## config.mk

```make
export PLATFORM = sky130hd
export DESIGN_NAME = dma_cfg_slave_flat
export DESIGN_NICKNAME = d
export VERILOG_FILES = /design/src/rtl/dma_cfg_slave_if.sv /design/src/rtl/dma_cfg_slave.sv /design/src/flat_wrapper.sv
export SDC_FILE = /design/constraint.sdc
export NUM_CORES = 1
export LEC_CHECK = 0
export CORE_MARGIN = 2
export CORE_UTILIZATION = 47
export CTS_CLUSTER_SIZE = 12
export DETAILED_ROUTE_END_ITERATION = 16
export GPL_TIMING_DRIVEN = 1
export PLACE_DENSITY = 0.86
export SETUP_SLACK_MARGIN = 0.02
export SYNTH_ARGS = -nofsm -noshare
export SYNTH_HDL_FRONTEND = slang
export SYNTH_SLANG_ARGS = --single-unit
```

## constraint.sdc

```tcl
create_clock -name ACLK -period 3.9 [get_ports ACLK]
set_input_delay 0.585 -clock ACLK [delete_from_list [all_inputs] [get_ports ACLK]]
set_output_delay 0.585 -clock ACLK [all_outputs]
set_load 0.02 [all_outputs]
```

## src/rtl/dma_cfg_slave_if.sv

```systemverilog
// AXI4 channel bundle between the CPU interconnect (slave port S3) and the DMA config slave.
// The AR/R channels exist only when DMA_CFG_READBACK_EN is defined.
interface dma_cfg_slave_if;
    logic [7:0]  AWID_S;
    logic [31:0] AWADDR_S;
    logic [3:0]  AWLEN_S;
    logic [2:0]  AWSIZE_S;
    logic [1:0]  AWBURST_S;
    logic        AWVALID_S;
    logic        AWREADY_S;
    logic [31:0] WDATA_S;
    logic [3:0]  WSTRB_S;
    logic        WLAST_S;
    logic        WVALID_S;
    logic        WREADY_S;
    logic [7:0]  BID_S;
    logic [1:0]  BRESP_S;
    logic        BVALID_S;
    logic        BREADY_S;
`ifdef DMA_CFG_READBACK_EN
    logic [7:0]  ARID_S;
    logic [31:0] ARADDR_S;
    logic [3:0]  ARLEN_S;
    logic [2:0]  ARSIZE_S;
    logic [1:0]  ARBURST_S;
    logic        ARVALID_S;
    logic        ARREADY_S;
    logic [7:0]  RID_S;
    logic [31:0] RDATA_S;
    logic [1:0]  RRESP_S;
    logic        RLAST_S;
    logic        RVALID_S;
    logic        RREADY_S;
`endif

    modport master (
        output AWID_S, AWADDR_S, AWLEN_S, AWSIZE_S, AWBURST_S, AWVALID_S,
        input  AWREADY_S,
        output WDATA_S, WSTRB_S, WLAST_S, WVALID_S,
        input  WREADY_S,
        input  BID_S, BRESP_S, BVALID_S,
        output BREADY_S
`ifdef DMA_CFG_READBACK_EN
        ,
        output ARID_S, ARADDR_S, ARLEN_S, ARSIZE_S, ARBURST_S, ARVALID_S,
        input  ARREADY_S,
        input  RID_S, RDATA_S, RRESP_S, RLAST_S, RVALID_S,
        output RREADY_S
`endif
    );

    modport slave (
        input  AWID_S, AWADDR_S, AWLEN_S, AWSIZE_S, AWBURST_S, AWVALID_S,
        output AWREADY_S,
        input  WDATA_S, WSTRB_S, WLAST_S, WVALID_S,
        output WREADY_S,
        output BID_S, BRESP_S, BVALID_S,
        input  BREADY_S
`ifdef DMA_CFG_READBACK_EN
        ,
        input  ARID_S, ARADDR_S, ARLEN_S, ARSIZE_S, ARBURST_S, ARVALID_S,
        output ARREADY_S,
        output RID_S, RDATA_S, RRESP_S, RLAST_S, RVALID_S,
        input  RREADY_S
`endif
    );
endinterface

```

## src/rtl/dma_cfg_slave.sv

```systemverilog
// AXI4 write-slave register bank (DMAEN/DMASRC/DMADST/DMALEN) feeding the DMA datapath core.
// Define DMA_CFG_READBACK_EN to add the independent AR/R read path.
//
//   state  | meaning
//   W_ADDR | waiting for an AW handshake
//   W_DATA | accepting W beats into the indexed registers
//   W_RESP | holding BVALID until BREADY
//   R_ADDR | (readback) waiting for an AR handshake
//   R_DATA | (readback) returning beats until the RLAST beat is taken
module dma_cfg_slave #(
    parameter int ADDR_LSB = 2,
    parameter int LEN_BITS = 32
) (
    input  logic                ACLK,
    input  logic                ARESETn,
    dma_cfg_slave_if.slave      axi,
    output logic [31:0]         dma_src,
    output logic [31:0]         dma_dst,
    output logic [LEN_BITS-1:0] dma_len,
    output logic                dma_en,
    output logic                dma_start,
    input  logic                dma_done
);
    typedef enum logic [1:0] {W_ADDR, W_DATA, W_RESP} wstate_e;

    wstate_e             wstate_q, wstate_d;
    logic [7:0]          wid_q, wid_d;
    logic [1:0]          widx_q, widx_d;
    logic                werr_win_q, werr_win_d;
    logic                wslverr_q, wslverr_d;
    logic [4:0]          wbeats_q, wbeats_d;
    logic                awready_q, wready_q, bvalid_q;
    logic [31:0]         src_q, src_d, dst_q, dst_d;
    logic [LEN_BITS-1:0] len_q, len_d;
    logic [31:0]         len_merged;
    logic                en_q, en_d, en_dly_q, start_q;
    logic                aw_fire, w_fire, b_fire, aw_out_of_win;

    function automatic logic [31:0] merge_strb(input logic [31:0] old_v,
                                               input logic [31:0] new_v,
                                               input logic [3:0]  strb);
        logic [31:0] r;
        for (int i = 0; i < 4; i++) begin
            r[8*i +: 8] = strb[i] ? new_v[8*i +: 8] : old_v[8*i +: 8];
        end
        return r;
    endfunction

    assign aw_fire       = awready_q & axi.AWVALID_S;
    assign w_fire        = wready_q & axi.WVALID_S;
    assign b_fire        = bvalid_q & axi.BREADY_S;
    assign aw_out_of_win = |axi.AWADDR_S[15:ADDR_LSB+2];

    always_comb begin
        wstate_d   = wstate_q;
        wid_d      = wid_q;
        widx_d     = widx_q;
        werr_win_d = werr_win_q;
        wslverr_d  = wslverr_q;
        wbeats_d   = wbeats_q;
        src_d      = src_q;
        dst_d      = dst_q;
        len_d      = len_q;
        len_merged = merge_strb(32'(len_q), axi.WDATA_S, axi.WSTRB_S);
        en_d       = en_q;
        // A DMAEN write below overrides a coincident completion.
        if (dma_done) en_d = 1'b0;
        case (wstate_q)
            W_ADDR: begin
                if (aw_fire) begin
                    wid_d      = axi.AWID_S;
                    widx_d     = axi.AWADDR_S[ADDR_LSB+1:ADDR_LSB];
                    werr_win_d = aw_out_of_win;
                    wslverr_d  = aw_out_of_win;
                    wbeats_d   = {1'b0, axi.AWLEN_S} + 5'd1;
                    wstate_d   = W_DATA;
                end
            end
            W_DATA: begin
                if (w_fire) begin
                    if (!werr_win_q) begin
                        case (widx_q)
                            2'd0: if (axi.WSTRB_S[0]) en_d = axi.WDATA_S[0];
                            2'd1: if (!en_q) src_d = merge_strb(src_q, axi.WDATA_S, axi.WSTRB_S);
                            2'd2: if (!en_q) dst_d = merge_strb(dst_q, axi.WDATA_S, axi.WSTRB_S);
                            default: if (!en_q) len_d = len_merged[LEN_BITS-1:0];
                        endcase
                    end
                    widx_d = widx_q + 2'd1;
                    // WLAST must coincide with the final counted beat; it ends the burst regardless.
                    if (axi.WLAST_S != (wbeats_q == 5'd1)) wslverr_d = 1'b1;
                    if (wbeats_q != 5'd0) wbeats_d = wbeats_q - 5'd1;
                    if (axi.WLAST_S) wstate_d = W_RESP;
                end
            end
            W_RESP: begin
                if (b_fire) wstate_d = W_ADDR;
            end
            default: wstate_d = W_ADDR;
        endcase
    end

    always_ff @(posedge ACLK or negedge ARESETn) begin
        if (!ARESETn) begin
            wstate_q   <= W_ADDR;
            wid_q      <= '0;
            widx_q     <= '0;
            werr_win_q <= 1'b0;
            wslverr_q  <= 1'b0;
            wbeats_q   <= '0;
            awready_q  <= 1'b0;
            wready_q   <= 1'b0;
            bvalid_q   <= 1'b0;
            src_q      <= '0;
            dst_q      <= '0;
            len_q      <= '0;
            en_q       <= 1'b0;
            en_dly_q   <= 1'b0;
            start_q    <= 1'b0;
        end else begin
            wstate_q   <= wstate_d;
            wid_q      <= wid_d;
            widx_q     <= widx_d;
            werr_win_q <= werr_win_d;
            wslverr_q  <= wslverr_d;
            wbeats_q   <= wbeats_d;
            awready_q  <= (wstate_d == W_ADDR);
            wready_q   <= (wstate_d == W_DATA);
            bvalid_q   <= (wstate_d == W_RESP);
            src_q      <= src_d;
            dst_q      <= dst_d;
            len_q      <= len_d;
            en_q       <= en_d;
            en_dly_q   <= en_q;
            start_q    <= en_q & ~en_dly_q;
        end
    end

    assign axi.AWREADY_S = awready_q;
    assign axi.WREADY_S  = wready_q;
    assign axi.BVALID_S  = bvalid_q;
    assign axi.BID_S     = wid_q;
    assign axi.BRESP_S   = wslverr_q ? 2'b10 : 2'b00;

    assign dma_src   = src_q;
    assign dma_dst   = dst_q;
    assign dma_len   = len_q;
    assign dma_en    = en_q;
    assign dma_start = start_q;

`ifdef DMA_CFG_READBACK_EN
    typedef enum logic {R_ADDR, R_DATA} rstate_e;

    rstate_e     rstate_q, rstate_d;
    logic [7:0]  rid_q, rid_d;
    logic [1:0]  ridx_q, ridx_d;
    logic        rerr_q, rerr_d;
    logic [4:0]  rbeats_q, rbeats_d;
    logic        arready_q, rvalid_q;
    logic        ar_fire, r_fire;
    logic [31:0] rdata;

    assign ar_fire = arready_q & axi.ARVALID_S;
    assign r_fire  = rvalid_q & axi.RREADY_S;

    // Reads see register state before any same-cycle write lands.
    always_comb begin
        case (ridx_q)
            2'd0:    rdata = {31'd0, en_q};
            2'd1:    rdata = src_q;
            2'd2:    rdata = dst_q;
            default: rdata = 32'(len_q);
        endcase
    end

    always_comb begin
        rstate_d = rstate_q;
        rid_d    = rid_q;
        ridx_d   = ridx_q;
        rerr_d   = rerr_q;
        rbeats_d = rbeats_q;
        case (rstate_q)
            R_ADDR: begin
                if (ar_fire) begin
                    rid_d    = axi.ARID_S;
                    ridx_d   = axi.ARADDR_S[ADDR_LSB+1:ADDR_LSB];
                    rerr_d   = |axi.ARADDR_S[15:ADDR_LSB+2];
                    rbeats_d = {1'b0, axi.ARLEN_S} + 5'd1;
                    rstate_d = R_DATA;
                end
            end
            default: begin
                if (r_fire) begin
                    ridx_d   = ridx_q + 2'd1;
                    rbeats_d = rbeats_q - 5'd1;
                    if (rbeats_q == 5'd1) rstate_d = R_ADDR;
                end
            end
        endcase
    end

    always_ff @(posedge ACLK or negedge ARESETn) begin
        if (!ARESETn) begin
            rstate_q  <= R_ADDR;
            rid_q     <= '0;
            ridx_q    <= '0;
            rerr_q    <= 1'b0;
            rbeats_q  <= '0;
            arready_q <= 1'b0;
            rvalid_q  <= 1'b0;
        end else begin
            rstate_q  <= rstate_d;
            rid_q     <= rid_d;
            ridx_q    <= ridx_d;
            rerr_q    <= rerr_d;
            rbeats_q  <= rbeats_d;
            arready_q <= (rstate_d == R_ADDR);
            rvalid_q  <= (rstate_d == R_DATA);
        end
    end

    assign axi.ARREADY_S = arready_q;
    assign axi.RVALID_S  = rvalid_q;
    assign axi.RID_S     = rid_q;
    assign axi.RDATA_S   = rerr_q ? 32'd0 : rdata;
    assign axi.RRESP_S   = rerr_q ? 2'b10 : 2'b00;
    assign axi.RLAST_S   = rvalid_q & (rbeats_q == 5'd1);

    logic unused_rd;
    assign unused_rd = ^{axi.ARSIZE_S, axi.ARBURST_S, axi.ARADDR_S[31:16], axi.ARADDR_S[ADDR_LSB-1:0]};
`endif

    logic unused_wr;
    assign unused_wr = ^{axi.AWSIZE_S, axi.AWBURST_S, axi.AWADDR_S[31:16],
                         axi.AWADDR_S[ADDR_LSB-1:0], len_merged};
endmodule

```

## src/flat_wrapper.sv

```systemverilog
// flat-port wrapper written by rule: the top's interface ports become plain ports
module dma_cfg_slave_flat 
#(
    parameter int ADDR_LSB = 2,
    parameter int LEN_BITS = 32
)
  (ACLK, ARESETn, dma_src, dma_dst, dma_len, dma_en, dma_start, dma_done, axi_AWID_S, axi_AWADDR_S, axi_AWLEN_S, axi_AWSIZE_S, axi_AWBURST_S, axi_AWVALID_S, axi_AWREADY_S, axi_WDATA_S, axi_WSTRB_S, axi_WLAST_S, axi_WVALID_S, axi_WREADY_S, axi_BID_S, axi_BRESP_S, axi_BVALID_S, axi_BREADY_S);
  dma_cfg_slave_if axi_i ();
  input  logic ACLK;
  input  logic ARESETn;
  output logic [31:0] dma_src;
  output logic [31:0] dma_dst;
  output logic [LEN_BITS-1:0] dma_len;
  output logic dma_en;
  output logic dma_start;
  input  logic dma_done;
  input wire logic [$bits(axi_i.AWID_S)-1:0] axi_AWID_S;
  input wire logic [$bits(axi_i.AWADDR_S)-1:0] axi_AWADDR_S;
  input wire logic [$bits(axi_i.AWLEN_S)-1:0] axi_AWLEN_S;
  input wire logic [$bits(axi_i.AWSIZE_S)-1:0] axi_AWSIZE_S;
  input wire logic [$bits(axi_i.AWBURST_S)-1:0] axi_AWBURST_S;
  input wire logic [$bits(axi_i.AWVALID_S)-1:0] axi_AWVALID_S;
  output wire logic [$bits(axi_i.AWREADY_S)-1:0] axi_AWREADY_S;
  input wire logic [$bits(axi_i.WDATA_S)-1:0] axi_WDATA_S;
  input wire logic [$bits(axi_i.WSTRB_S)-1:0] axi_WSTRB_S;
  input wire logic [$bits(axi_i.WLAST_S)-1:0] axi_WLAST_S;
  input wire logic [$bits(axi_i.WVALID_S)-1:0] axi_WVALID_S;
  output wire logic [$bits(axi_i.WREADY_S)-1:0] axi_WREADY_S;
  output wire logic [$bits(axi_i.BID_S)-1:0] axi_BID_S;
  output wire logic [$bits(axi_i.BRESP_S)-1:0] axi_BRESP_S;
  output wire logic [$bits(axi_i.BVALID_S)-1:0] axi_BVALID_S;
  input wire logic [$bits(axi_i.BREADY_S)-1:0] axi_BREADY_S;
  assign axi_i.AWID_S = axi_AWID_S;
  assign axi_i.AWADDR_S = axi_AWADDR_S;
  assign axi_i.AWLEN_S = axi_AWLEN_S;
  assign axi_i.AWSIZE_S = axi_AWSIZE_S;
  assign axi_i.AWBURST_S = axi_AWBURST_S;
  assign axi_i.AWVALID_S = axi_AWVALID_S;
  assign axi_AWREADY_S = axi_i.AWREADY_S;
  assign axi_i.WDATA_S = axi_WDATA_S;
  assign axi_i.WSTRB_S = axi_WSTRB_S;
  assign axi_i.WLAST_S = axi_WLAST_S;
  assign axi_i.WVALID_S = axi_WVALID_S;
  assign axi_WREADY_S = axi_i.WREADY_S;
  assign axi_BID_S = axi_i.BID_S;
  assign axi_BRESP_S = axi_i.BRESP_S;
  assign axi_BVALID_S = axi_i.BVALID_S;
  assign axi_i.BREADY_S = axi_BREADY_S;
  dma_cfg_slave #(.ADDR_LSB(ADDR_LSB), .LEN_BITS(LEN_BITS)) u_core (.ACLK(ACLK), .ARESETn(ARESETn), .axi(axi_i), .dma_src(dma_src), .dma_dst(dma_dst), .dma_len(dma_len), .dma_en(dma_en), .dma_start(dma_start), .dma_done(dma_done));
endmodule
```

==> impl_metrics.py <==
metrics = {
    "power_and_ir_drop": {
        "power.switching_fraction_pct": 29.2,
        "leakage_uw": 0.00353,
        "clockPowerShare_pct": 37.4,
        "p_per_area_nw_per_um2": 570,
        "power.sequential.fraction_pct": 37.2,
        "worst_ir_drop_vdd_mv": 0.429,
        "total_switching_power_uw": 1260,
        "internal_power_uw": 3060,
        "combinationalPowerShare_pct": 25.4,
    },
    "die": {
        "die_height_um": 108,
        "core_area_um2": 10400,
        "io_pins": 203,
        "design.die.area_um2": 11700,
        "placementRows": 37,
        "die_w_um": 108,
        "floorplan.initialDensity_pct": 48.7,
    },
    "clock_network": {
        "clock_tree.root_cell": "sky130_fd_sc_hd__clkbuf_8",
        "cts-root-to-sink-buffers": 2,
        "cts_htree_levels": 4,
        "cts_setup_buffers": 0,
        "cts_repair_resize_count": 0,
        "numClockSinks": 121,
        "cts_tree": "built",
        "cts_buf_count": 17,
        "ctsHoldBuffers": 0,
        "clk-insertion-delay-late_ns": 0.51,
        "clk_transition_reported_paths_ns": 0.06,
    },
    "routing": {
        "viasPerCell": 5.17,
        "drt_first_iter_violations": 64,
        "totalWireLength_um": 12000,
        "drc_errors": 0,
        "vias": 3441,
        "firstDrtPassIters": 4,
        "wire_per_inst_um": 18.1,
        "ant_nets": 0,
    },
    "yosys": {
        "netlist_instances": 329,
        "post_synth_and_or_nand_nor_area_fraction_pct": 7.39,
        "most_common_library_cells_after_synthesis": "sky130_fd_sc_hd__dfrtp_1, sky130_fd_sc_hd__mux2_2, sky130_fd_sc_hd__mux2_4, sky130_fd_sc_hd__nand3_2",
        "post_synth_xor_area_fraction_pct": 0.517,
        "post_synth_mux_area_share_pct": 25.1,
        "synth_top_family_by_area": "multiplexers",
        "post_synth_instance_area_um2": 5080,
        "yosysWarningCount": 0,
        "synthArstFlopShare_pct": 100,
        "synth_largest_area_cell": "sky130_fd_sc_hd__dfrtp_1",
        "fraction_of_the_mapped_netlist_area_in_compound_gates_pct": 3.65,
        "leading_post_synthesis_cells_by_cell_area": "sky130_fd_sc_hd__dfrtp_1, sky130_fd_sc_hd__mux2_2, sky130_fd_sc_hd__mux2_4, sky130_fd_sc_hd__ha_1, sky130_fd_sc_hd__nand3_2",
        "postSynthAreaPerCell_um2": 15.4,
        "mappedNetlistNets": 428,
        "dominantRegCellSynth": "sky130_fd_sc_hd__dfrtp_1",
        "synth-adder-area-share_pct": 1.72,
        "ys_seq_area_share_pct": 59.6,
        "number_of_flip_flops_and_latches_in_the_synthesized_netlist": 121,
        "synth_top_area_share_pct": 59.6,
        "most_common_cell_in_the_synthesized_netlist": "sky130_fd_sc_hd__dfrtp_1",
        "cell_variety_after_synth": 41,
        "synth-edff-count": 0,
    },
    "sta": {
        "period_minus_slack_ns": 2.31,
        "postLayoutSetupSlackWorst_ns": 1.59,
        "finalSetupViolCount": 0,
        "fin_worst_skew_ns": 0.0110,
        "unrepaired_setup_endpoints_after_global_routing": "false",
        "min_period_over_period_pct": 59.2,
        "achievable-frequency_mhz": 433,
        "count_of_final_max_slew_check_failures": 0,
        "relSlewSlack_pct": 38.2,
        "totalNegativeSetupSlack_ns": 0,
        "finalHoldViolCount": 0,
        "timing_worst_slew_pin_value_ns": 0.922,
    },
    "min_path": {
        "worstHoldPathType": "primary input to async pin",
    },
    "setup_path": {
        "cp.depth": 5,
        "regToRegSetupSlack_ns": 1.61,
        "path_cells": "clkdlybuf4s50_1 > and4b_1 > and2_2 > nand2_8 > mux2_4",
        "critical_path_arrival_ns": 2.70,
        "cpPeakStageDelay_ns": 0.65,
        "timing.critical_path.to_type": "flop",
        "crit_family": "simple AND/OR/NAND/NOR gates",
        "ff2ff_path_depth": 4,
        "cp_slowest_cell": "sky130_fd_sc_hd__and4b_1",
        "worstSetupPathType": "primary input to flop",
        "timing.critical_path.buf_inv": 1,
        "critical_path.startpoint_type": "primary input",
        "worstPathRequired_ns": 4.29,
        "crit_fanout": 12,
    },
    "grt": {
        "grt_first_pass_wirelength_um": 19000,
        "grt_pass1_vias": 3679,
        "antenna_found_initial": 0,
        "grt-ovfl-total": 0,
        "grtUsageTotal_pct": 21.5,
        "grt_start_max_net_pins": 75,
    },
    "placement": {
        "port_buffers": 178,
        "gp_routability_congestion": 0.786,
        "dpl_worst_slack_ns": 1.05,
        "place.detailed.instances": 634,
        "dp_hpwl_um": 8750,
        "placed_cell_area_um2": 6980,
    },
    "finish": {
        "final.fill_count": 720,
        "layout-area-overhead-vs-synth_pct": 49.4,
        "utilization_pct": 72.8,
        "multi_input_area_um2": 1960,
        "final-instance-count-excl-fill": 665,
        "seqCellArea_um2": 3030,
        "drive_above_1_share_pct": 28.5,
        "nNetsFinal": 616,
        "insertedDiodeCount": 0,
        "final_area_um2": 7590,
    },
    "run": {
        "cap_violations": 0,
    },
    "outcome": {
        "status": "finished clean",
    },
}
worst reg2reg max path: cells and delay by family, from the launching register on:
family	cells	cell delay (ns)
AND/OR/NAND/NOR	3	1.36
multiplexers	1	0.33
flip-flops	1	0.49
metal layers:
layer	track usage, %	vias up	wire length, um
li1	-	1561	-
met1	26.1	1729	4950
met2	36.2	143	6010
met3	7.84	8	962
met4	6.32	0	97
met5	0	-	0
logic make-up after synthesis:
group                      after synthesis
AOI/OAI and AO/OA                       27
xor gates and xnor gates                 3
adders and majority gates                7
buffers and inverters                   15
DFF                                    121
muxes                                  105
other                                    1
and+or+nand+nor                         50
registers in the layout (all words and copies together), names as in the netlist:
register,flops
u_core.axi.AWREADY_S,1
u_core.axi.BID_S,8
u_core.axi.BVALID_S,1
u_core.axi.WREADY_S,1
u_core.dma_dst,32
u_core.dma_en,1
u_core.dma_len,32
u_core.dma_src,32
u_core.dma_start,1
u_core.en_dly_q,1
u_core.wbeats_q,5
u_core.werr_win_q,1
u_core.widx_q,2
u_core.wslverr_q,1
u_core.wstate_q,2
final cells by class:
cell class	count	share of cell area, %
timing repair buffer	179	23.7
tap	136	2.24
clock buffer	18	5.51
sequential	121	39.9
inverter	5	0.247
clock inverter	13	2.56
multi-input combinational	193	25.8
cells in the final DEF (no fill, tap or decap), types with 2 or more instances in the layout:
master / count
sky130_fd_sc_hd__clkdlybuf4s50_1: 177
sky130_fd_sc_hd__dfrtp_1: 121
sky130_fd_sc_hd__mux2_2: 78
sky130_fd_sc_hd__mux2_4: 25
sky130_fd_sc_hd__clkbuf_16: 16
sky130_fd_sc_hd__nand3_2: 8
sky130_fd_sc_hd__o21ai_0: 7
sky130_fd_sc_hd__ha_1: 7
sky130_fd_sc_hd__nand3_1: 6
sky130_fd_sc_hd__nor2_1: 6
sky130_fd_sc_hd__a21oi_1: 6
sky130_fd_sc_hd__inv_1: 5
sky130_fd_sc_hd__nand2_1: 5
sky130_fd_sc_hd__clkinvlp_4: 4
sky130_fd_sc_hd__bufinv_16: 4
sky130_fd_sc_hd__nor2b_1: 3
sky130_fd_sc_hd__a21o_1: 3
sky130_fd_sc_hd__and2_1: 3
sky130_fd_sc_hd__nand2_8: 3
sky130_fd_sc_hd__o21a_1: 3
sky130_fd_sc_hd__xnor2_1: 3
sky130_fd_sc_hd__nor4_1: 3
sky130_fd_sc_hd__inv_6: 3
sky130_fd_sc_hd__a32o_1: 2
sky130_fd_sc_hd__nand2b_1: 2
sky130_fd_sc_hd__nand4_1: 2
sky130_fd_sc_hd__mux2_1: 2
sky130_fd_sc_hd__a22o_1: 2
sky130_fd_sc_hd__clkinv_4: 2
path summary, 6_finish.rpt:
check / from / to
setup reg to reg: u_core.wstate_q[1] / u_core.dma_dst[4]
hold / removal: ARESETn / u_core.dma_len[8]
max in group asynchronous: ARESETn / u_core.dma_len[20]
hold reg to reg: u_core.en_dly_q / u_core.dma_start
setup / recovery: axi_WVALID_S / u_core.dma_dst[4]
min in group ACLK: u_core.en_dly_q / u_core.dma_start
through the flow:
step	hold WS [ns]	power, uW
finish	0.204	4320
global route	0.280	4520
CTS	0.233	4350
detailed placement	0.396	2730
global placement	0.384	2670
floorplan	0.289	2200
power groups by stage:
stage / combinational [uW] / sequential, uW / clock [uW]
floorplan: 427 / 1780 / 0
global placement: 1070 / 1600 / 0
detailed placement: 1100 / 1620 / 0
CTS: 1110 / 1600 / 1640
global route: 1180 / 1630 / 1700
finish: 1100 / 1610 / 1620
Note: power is estimated with default switching activity, not from simulation.
